===== src/rtl/mips_pkg.sv =====
// Shared definitions for the multicycle core: default bus widths and the
// memory-bridge FSM encoding.
package mips_pkg;

  localparam int MIPS_ADDR_W = 32;
  localparam int MIPS_DATA_W = 32;

  localparam logic [1:0] MB_IDLE = 2'd0;
  localparam logic [1:0] MB_REQ  = 2'd1;
  localparam logic [1:0] MB_DONE = 2'd2;

  function automatic logic word_aligned(input logic [1:0] lsb);
    return (lsb == 2'b00);
  endfunction

endpackage


===== src/rtl/mem_bridge_timer.sv =====
// Wait-state counter for the memory bridge; o_expired flags the last REQ
// cycle the bridge may spend waiting for an acknowledge.
module mem_bridge_timer #(
  parameter int TIMEOUT = 255
) (
  input  logic clk,
  input  logic reset,
  input  logic i_clr,
  input  logic i_en,
  output logic o_expired
);

  localparam int CW = $clog2(TIMEOUT + 1);

  logic [CW-1:0] r_count;

  // Count REQ cycles without ack; cleared whenever the bridge is not in REQ.
  always_ff @(posedge clk) begin
    if (reset) begin
      r_count <= {CW{1'b0}};
    end else if (i_clr) begin
      r_count <= {CW{1'b0}};
    end else if (i_en) begin
      r_count <= r_count + CW'(1);
    end
  end

  // The count lags the REQ cycle number by one, so TIMEOUT-1 marks the final cycle.
  assign o_expired = (r_count == CW'(TIMEOUT - 1));

endmodule


===== src/rtl/mem_bridge.sv =====
// Multicycle-core memory bridge: converts the controller's level-held memory
// controls into one req/ack bus transaction and owns the IR and MDR.
module mem_bridge
  import mips_pkg::*;
#(
  parameter int ADDR_W  = MIPS_ADDR_W,
  parameter int DATA_W  = MIPS_DATA_W,
  parameter int TIMEOUT = 255
) (
  input  logic              clk,
  input  logic              reset,
  input  logic              mem_read,
  input  logic              mem_write,
  input  logic              ir_write,
  input  logic              iord,
  input  logic [ADDR_W-1:0] pc,
  input  logic [ADDR_W-1:0] alu_out,
  input  logic [DATA_W-1:0] wdata,
  output logic              stall,
  output logic [DATA_W-1:0] instr,
  output logic [DATA_W-1:0] mdr,
  output logic              err,
  output logic              bus_req,
  output logic              bus_we,
  output logic [ADDR_W-1:0] bus_addr,
  output logic [DATA_W-1:0] bus_wdata,
  input  logic [DATA_W-1:0] bus_rdata,
  input  logic              bus_ack
);

  logic              w_acc;
  logic [ADDR_W-1:0] w_addr;
  logic              w_aligned;
  logic              w_expired;
  logic [1:0]        r_state;
  logic [1:0]        w_state_nxt;
  logic              r_bus_req;
  logic              r_bus_we;
  logic [ADDR_W-1:0] r_bus_addr;
  logic [DATA_W-1:0] r_bus_wdata;
  logic [DATA_W-1:0] r_instr;
  logic [DATA_W-1:0] r_mdr;
  logic              r_err;

  assign w_acc     = mem_read | mem_write;
  assign w_addr    = iord ? alu_out : pc;
  assign w_aligned = word_aligned(w_addr[1:0]);

  mem_bridge_timer #(
    .TIMEOUT (TIMEOUT)
  ) u_timer (
    .clk       (clk),
    .reset     (reset),
    .i_clr     (r_state != MB_REQ),
    .i_en      ((r_state == MB_REQ) & ~bus_ack),
    .o_expired (w_expired)
  );

  // Next-state logic; misaligned requests skip the bus and go straight to DONE.
  always_comb begin
    w_state_nxt = r_state;
    case (r_state)
      MB_IDLE: begin
        if (w_acc) begin
          w_state_nxt = w_aligned ? MB_REQ : MB_DONE;
        end else begin
          w_state_nxt = MB_IDLE;
        end
      end
      MB_REQ: begin
        if (bus_ack || w_expired) begin
          w_state_nxt = MB_DONE;
        end else begin
          w_state_nxt = MB_REQ;
        end
      end
      MB_DONE: w_state_nxt = MB_IDLE;
      default: w_state_nxt = MB_IDLE;
    endcase
  end

  // State, bus request registers, IR/MDR and the sticky fault flag.
  always_ff @(posedge clk) begin
    if (reset) begin
      r_state     <= MB_IDLE;
      r_bus_req   <= 1'b0;
      r_bus_we    <= 1'b0;
      r_bus_addr  <= {ADDR_W{1'b0}};
      r_bus_wdata <= {DATA_W{1'b0}};
      r_instr     <= {DATA_W{1'b0}};
      r_mdr       <= {DATA_W{1'b0}};
      r_err       <= 1'b0;
    end else begin
      r_state <= w_state_nxt;
      case (r_state)
        MB_IDLE: begin
          if (w_acc && w_aligned) begin
            r_bus_req   <= 1'b1;
            r_bus_we    <= mem_write;
            r_bus_addr  <= w_addr;
            r_bus_wdata <= wdata;
            // Read and write together resolves to a write but is still a fault.
            if (mem_read && mem_write) begin
              r_err <= 1'b1;
            end
          end else if (w_acc) begin
            r_err <= 1'b1;
          end
        end
        MB_REQ: begin
          if (bus_ack) begin
            r_bus_req <= 1'b0;
            if (!r_bus_we) begin
              r_mdr <= bus_rdata;
              if (ir_write) begin
                r_instr <= bus_rdata;
              end
            end
          end else if (w_expired) begin
            r_bus_req <= 1'b0;
            r_err     <= 1'b1;
          end
        end
        default: r_bus_req <= 1'b0;
      endcase
    end
  end

  assign stall     = w_acc & (r_state != MB_DONE);
  assign instr     = r_instr;
  assign mdr       = r_mdr;
  assign err       = r_err;
  assign bus_req   = r_bus_req;
  assign bus_we    = r_bus_we;
  assign bus_addr  = r_bus_addr;
  assign bus_wdata = r_bus_wdata;

endmodule


===== config.mk =====
export PLATFORM = sky130hd
export DESIGN_NAME = mem_bridge
export DESIGN_NICKNAME = d
export VERILOG_FILES = /design/src/rtl/mips_pkg.sv /design/src/rtl/mem_bridge_timer.sv /design/src/rtl/mem_bridge.sv
export SDC_FILE = /design/constraint.sdc
export NUM_CORES = 1
export LEC_CHECK = 0
export CAP_MARGIN = 30
export CELL_PAD_IN_SITES_DETAIL_PLACEMENT = 0
export CELL_PAD_IN_SITES_GLOBAL_PLACEMENT = 1
export CORE_ASPECT_RATIO = 0.7
export CORE_MARGIN = 10
export CORE_UTILIZATION = 30
export CTS_CLUSTER_DIAMETER = 120
export DETAILED_ROUTE_END_ITERATION = 12
export PLACE_DENSITY = 0.95
export REMOVE_ABC_BUFFERS = 1
export SLEW_MARGIN = 20
export SYNTH_ARGS = -nofsm -noshare
export SYNTH_HDL_FRONTEND = slang
export SYNTH_SLANG_ARGS = --single-unit

===== constraint.sdc =====
create_clock -name clk -period 2.42 [get_ports clk]
set_input_delay 0.363 -clock clk [delete_from_list [all_inputs] [get_ports clk]]
set_output_delay 0.363 -clock clk [all_outputs]
set_load 0.01 [all_outputs]

==> metrics.md <==
| Metric | Value |
|---|---|
| Die Ht | 131 microns |
| Element type at the critical path start | register |
| Area Growth Syn to Fin | 66.5% |
| Post-Syn Area | approximately 0.0053 sq mm |
| Placed cell area | 0.00822 sq mm |
| DIE AREA | between 0.02 and 0.025 sq mm |
| Cell Pwr Density | 666 mW/mm^2 |
| Crit-path max FO | 9 |
| Max H-tree Level | 4 |
| Post-synth cell types | 34 |
| Worst Reg2Reg Path Length in Cells | 5 |
| Slew Viols, Final | 0 |
| IO Port Bufs | approximately 270 |
| Worst path required time | around 2.1 ns |
| Worst-path clk slew | 0.06 ns |
| Largest net degree at the start of global routing | 67 |
| Layout cells sized above 1 | 0.0578 |
| Final period util | 0.874 |
| Non-filler cells, final | 1131 |
| Clk buf depth | 2 |
| Final RePlAce weighted congestion | between 0.7 and 0.8 |
| P_sw | approximately 0.0013 W |
| Ports | between 200 and 300 |
| 1st-pass router iterations | 4 |
| Leakage | approximately 3 nW |
| Via Count | 5210 |
| Mean Syn Cell Area | around 8.3 sq um |
| Final setup violation count | 0 |
| Synthesis warning total | 0 |
| Post-DP HPWL | 14.5 mm |
| RSZ-0062 raised after global routing | false |
| Main synth FF type | dfxtp_1 |
| Commonest cells after routing, fill and taps aside | 264 x clkdlybuf4s50_1, 196 x nand2_1, 141 x dfxtp_1 |
| Max cap viols | 0 |
| Setup TNS | 0 ns |
| # resized after CTS | 0 |
| WL final | a little under 20 mm |
| Relative slew slack | 0.657 |
| Post-CTS setup buffers | 0 |
| Layout Nets | roughly 1000 |
| Core Area | between 0.015 and 0.02 sq mm |
| Syn Inst Count | approximately 640 |
| Global-route wire length before repair | around 30 mm |
| DRT antenna net count | 0 |
| # clock sinks | around 140 |
| Clock root buffer master | clkbuf_16 |
| CTS tree | yes |
| DR WL/cell | around 17 microns |
| Initial core utilization | 0.307 |
| Final Hold Fails | 0 |
| Core Rows | 40 |
| Max IR drop VDD | between 400 and 500 uV |
| Gr ovfl total | 0 |
| Post-synth EDFFs | 0 |
| Sequential area share after synthesis | 0.532 |
| Post-synth ARST share | 0 |
| Final Cell Area | 0.00883 sq mm |
| GRT Util Overall | 0.160 |
| Sw frac | 0.228 |
| Vias in the first global route | 5171 |
| CP endpoint kind | output port |
| Post-layout min period | 2.12 ns |
| Worst min path class | in2reg |
| Commonest non-fill, non-tap cell in the layout | clkdlybuf4s50_1 |
| Fillers | between 1500 and 2000 |
| Hold Buf Count CTS | 0 |
| FMAX | about 470 MHz |
| Status | completed |
| Sequential share of power | 0.417 |
| Combinational share of power | 0.128 |
| DRC | 0 |
| Via density | between 4 and 5 |
| Worst Skew | about 0.015 ns |
| Initial antenna violation count | 0 |
| Worst skew pair latency | 0.41 ns |
| Power share of the clock group | 0.455 |
| Initial drt markers | approximately 400 |
| CTS Buf Count | 17 |
| #FFs+latches synth | between 100 and 150 |
| Data arrival, critical path | 1.75 ns |
| Critical path type | reg2out |
| Hold Crit Depth | 2 |
| P_int | approximately 0.0045 W |
| Dpl cells | 1099 |
| Die Width | 179 microns |
| Worst-Margin Slew | approximately 0.51 ns |
power groups by stage:
stage	registers [W]	logic (W)	clock network [W]
4_1_cts	0.00245	0.000762	0.00275
2_1_floorplan	0.00253	0.000193	0
3_5_place_dp	0.00250	0.000758	0
5_1_grt	0.00246	0.000820	0.00286
6_report	0.00245	0.000751	0.00267
3_3_place_gp	0.00250	0.000754	0
flip-flops by register name, summed over array words and instances, names as in the netlist:
| register | count |
|---|---|
| bus_addr | 32 |
| bus_req | 1 |
| bus_wdata | 32 |
| bus_we | 1 |
| err | 1 |
| instr | 32 |
| mdr | 32 |
| r_state | 2 |
| u_timer.r_count | 8 |
through the flow:
stage,worst slack [ns],hold WS [ns],utilization,power (W)
floorplan,-2.11,0.432,-,0.00273
global placement,0.186,0.441,0.476,0.00325
detailed placement,0.116,0.446,0.476,0.00326
CTS,0.226,0.417,0.511,0.00597
global route,0.144,0.424,0.511,0.00615
finish,0.304,0.434,0.511,0.00588
kinds of logic after synthesis:
logic type,synth area share
buffers and inverters,0.0425
AO/OA/AOI/OAI,0.154
XOR/XNOR,0.00991
multiplexers,0.0566
AND/OR/NAND/NOR,0.200
adder cells (fa/ha/maj),0.00472
flip-flops,0.532
layer usage:
metal | share of wire | GRT usage | vias to the layer above
met1 | 0.41 | 0.184 | 2348
met5 | 0 | 0 | -
met2 | 0.43 | 0.243 | 217
li1 | - | - | 2636
met3 | 0.15 | 0.100 | 9
met4 | 0.0054 | 0.0435 | 0
final cells by class:
cell class / instances / area (sq um) / area share
clock inverters: 9 / 135 / 0.0153
well taps: 231 / 289 / 0.0327
diodes: 1 / 2.50 / 0.000283
flip-flops and latches: 141 / 2820 / 0.320
multi-input cells: 443 / 2280 / 0.258
clock buffers: 22 / 474 / 0.0537
inverters: 3 / 11.3 / 0.00128
repair buffers: 281 / 2820 / 0.319
final timing paths:
check	from	endpoint	slack, ns
setup / recovery	r_state[0]	stall	0.30
hold reg to reg	mdr[5]	mdr[5]	0.45
setup reg to reg	r_state[0]	mdr[4]	0.63
hold / removal	reset	bus_wdata[7]	0.43
synth_stat cells (3+ instances only):
library cell | count | share of area
inv_1 | 3 | 0.0021
a21oi_1 | 102 | 0.096
buf_4 | 3 | 0.0042
nor3_1 | 3 | 0.0028
xor2_1 | 5 | 0.0083
dfxtp_1 | 141 | 0.53
nor3b_1 | 4 | 0.0057
or3_1 | 3 | 0.0035
o21ai_0 | 4 | 0.0038
a211oi_1 | 31 | 0.044
mux2i_1 | 30 | 0.057
buf_2 | 12 | 0.011
clkbuf_1 | 35 | 0.025
nand2_1 | 196 | 0.14
nand3_1 | 3 | 0.0028
nor2_1 | 41 | 0.029
critical path, stage by stage (launching register included):
cell and delay (ns):
dfxtp_1 0.47, inv_1 0.10, a21oi_1 0.21, clkdlybuf4s50_1 0.57
(Power assumes the default switching activity.)
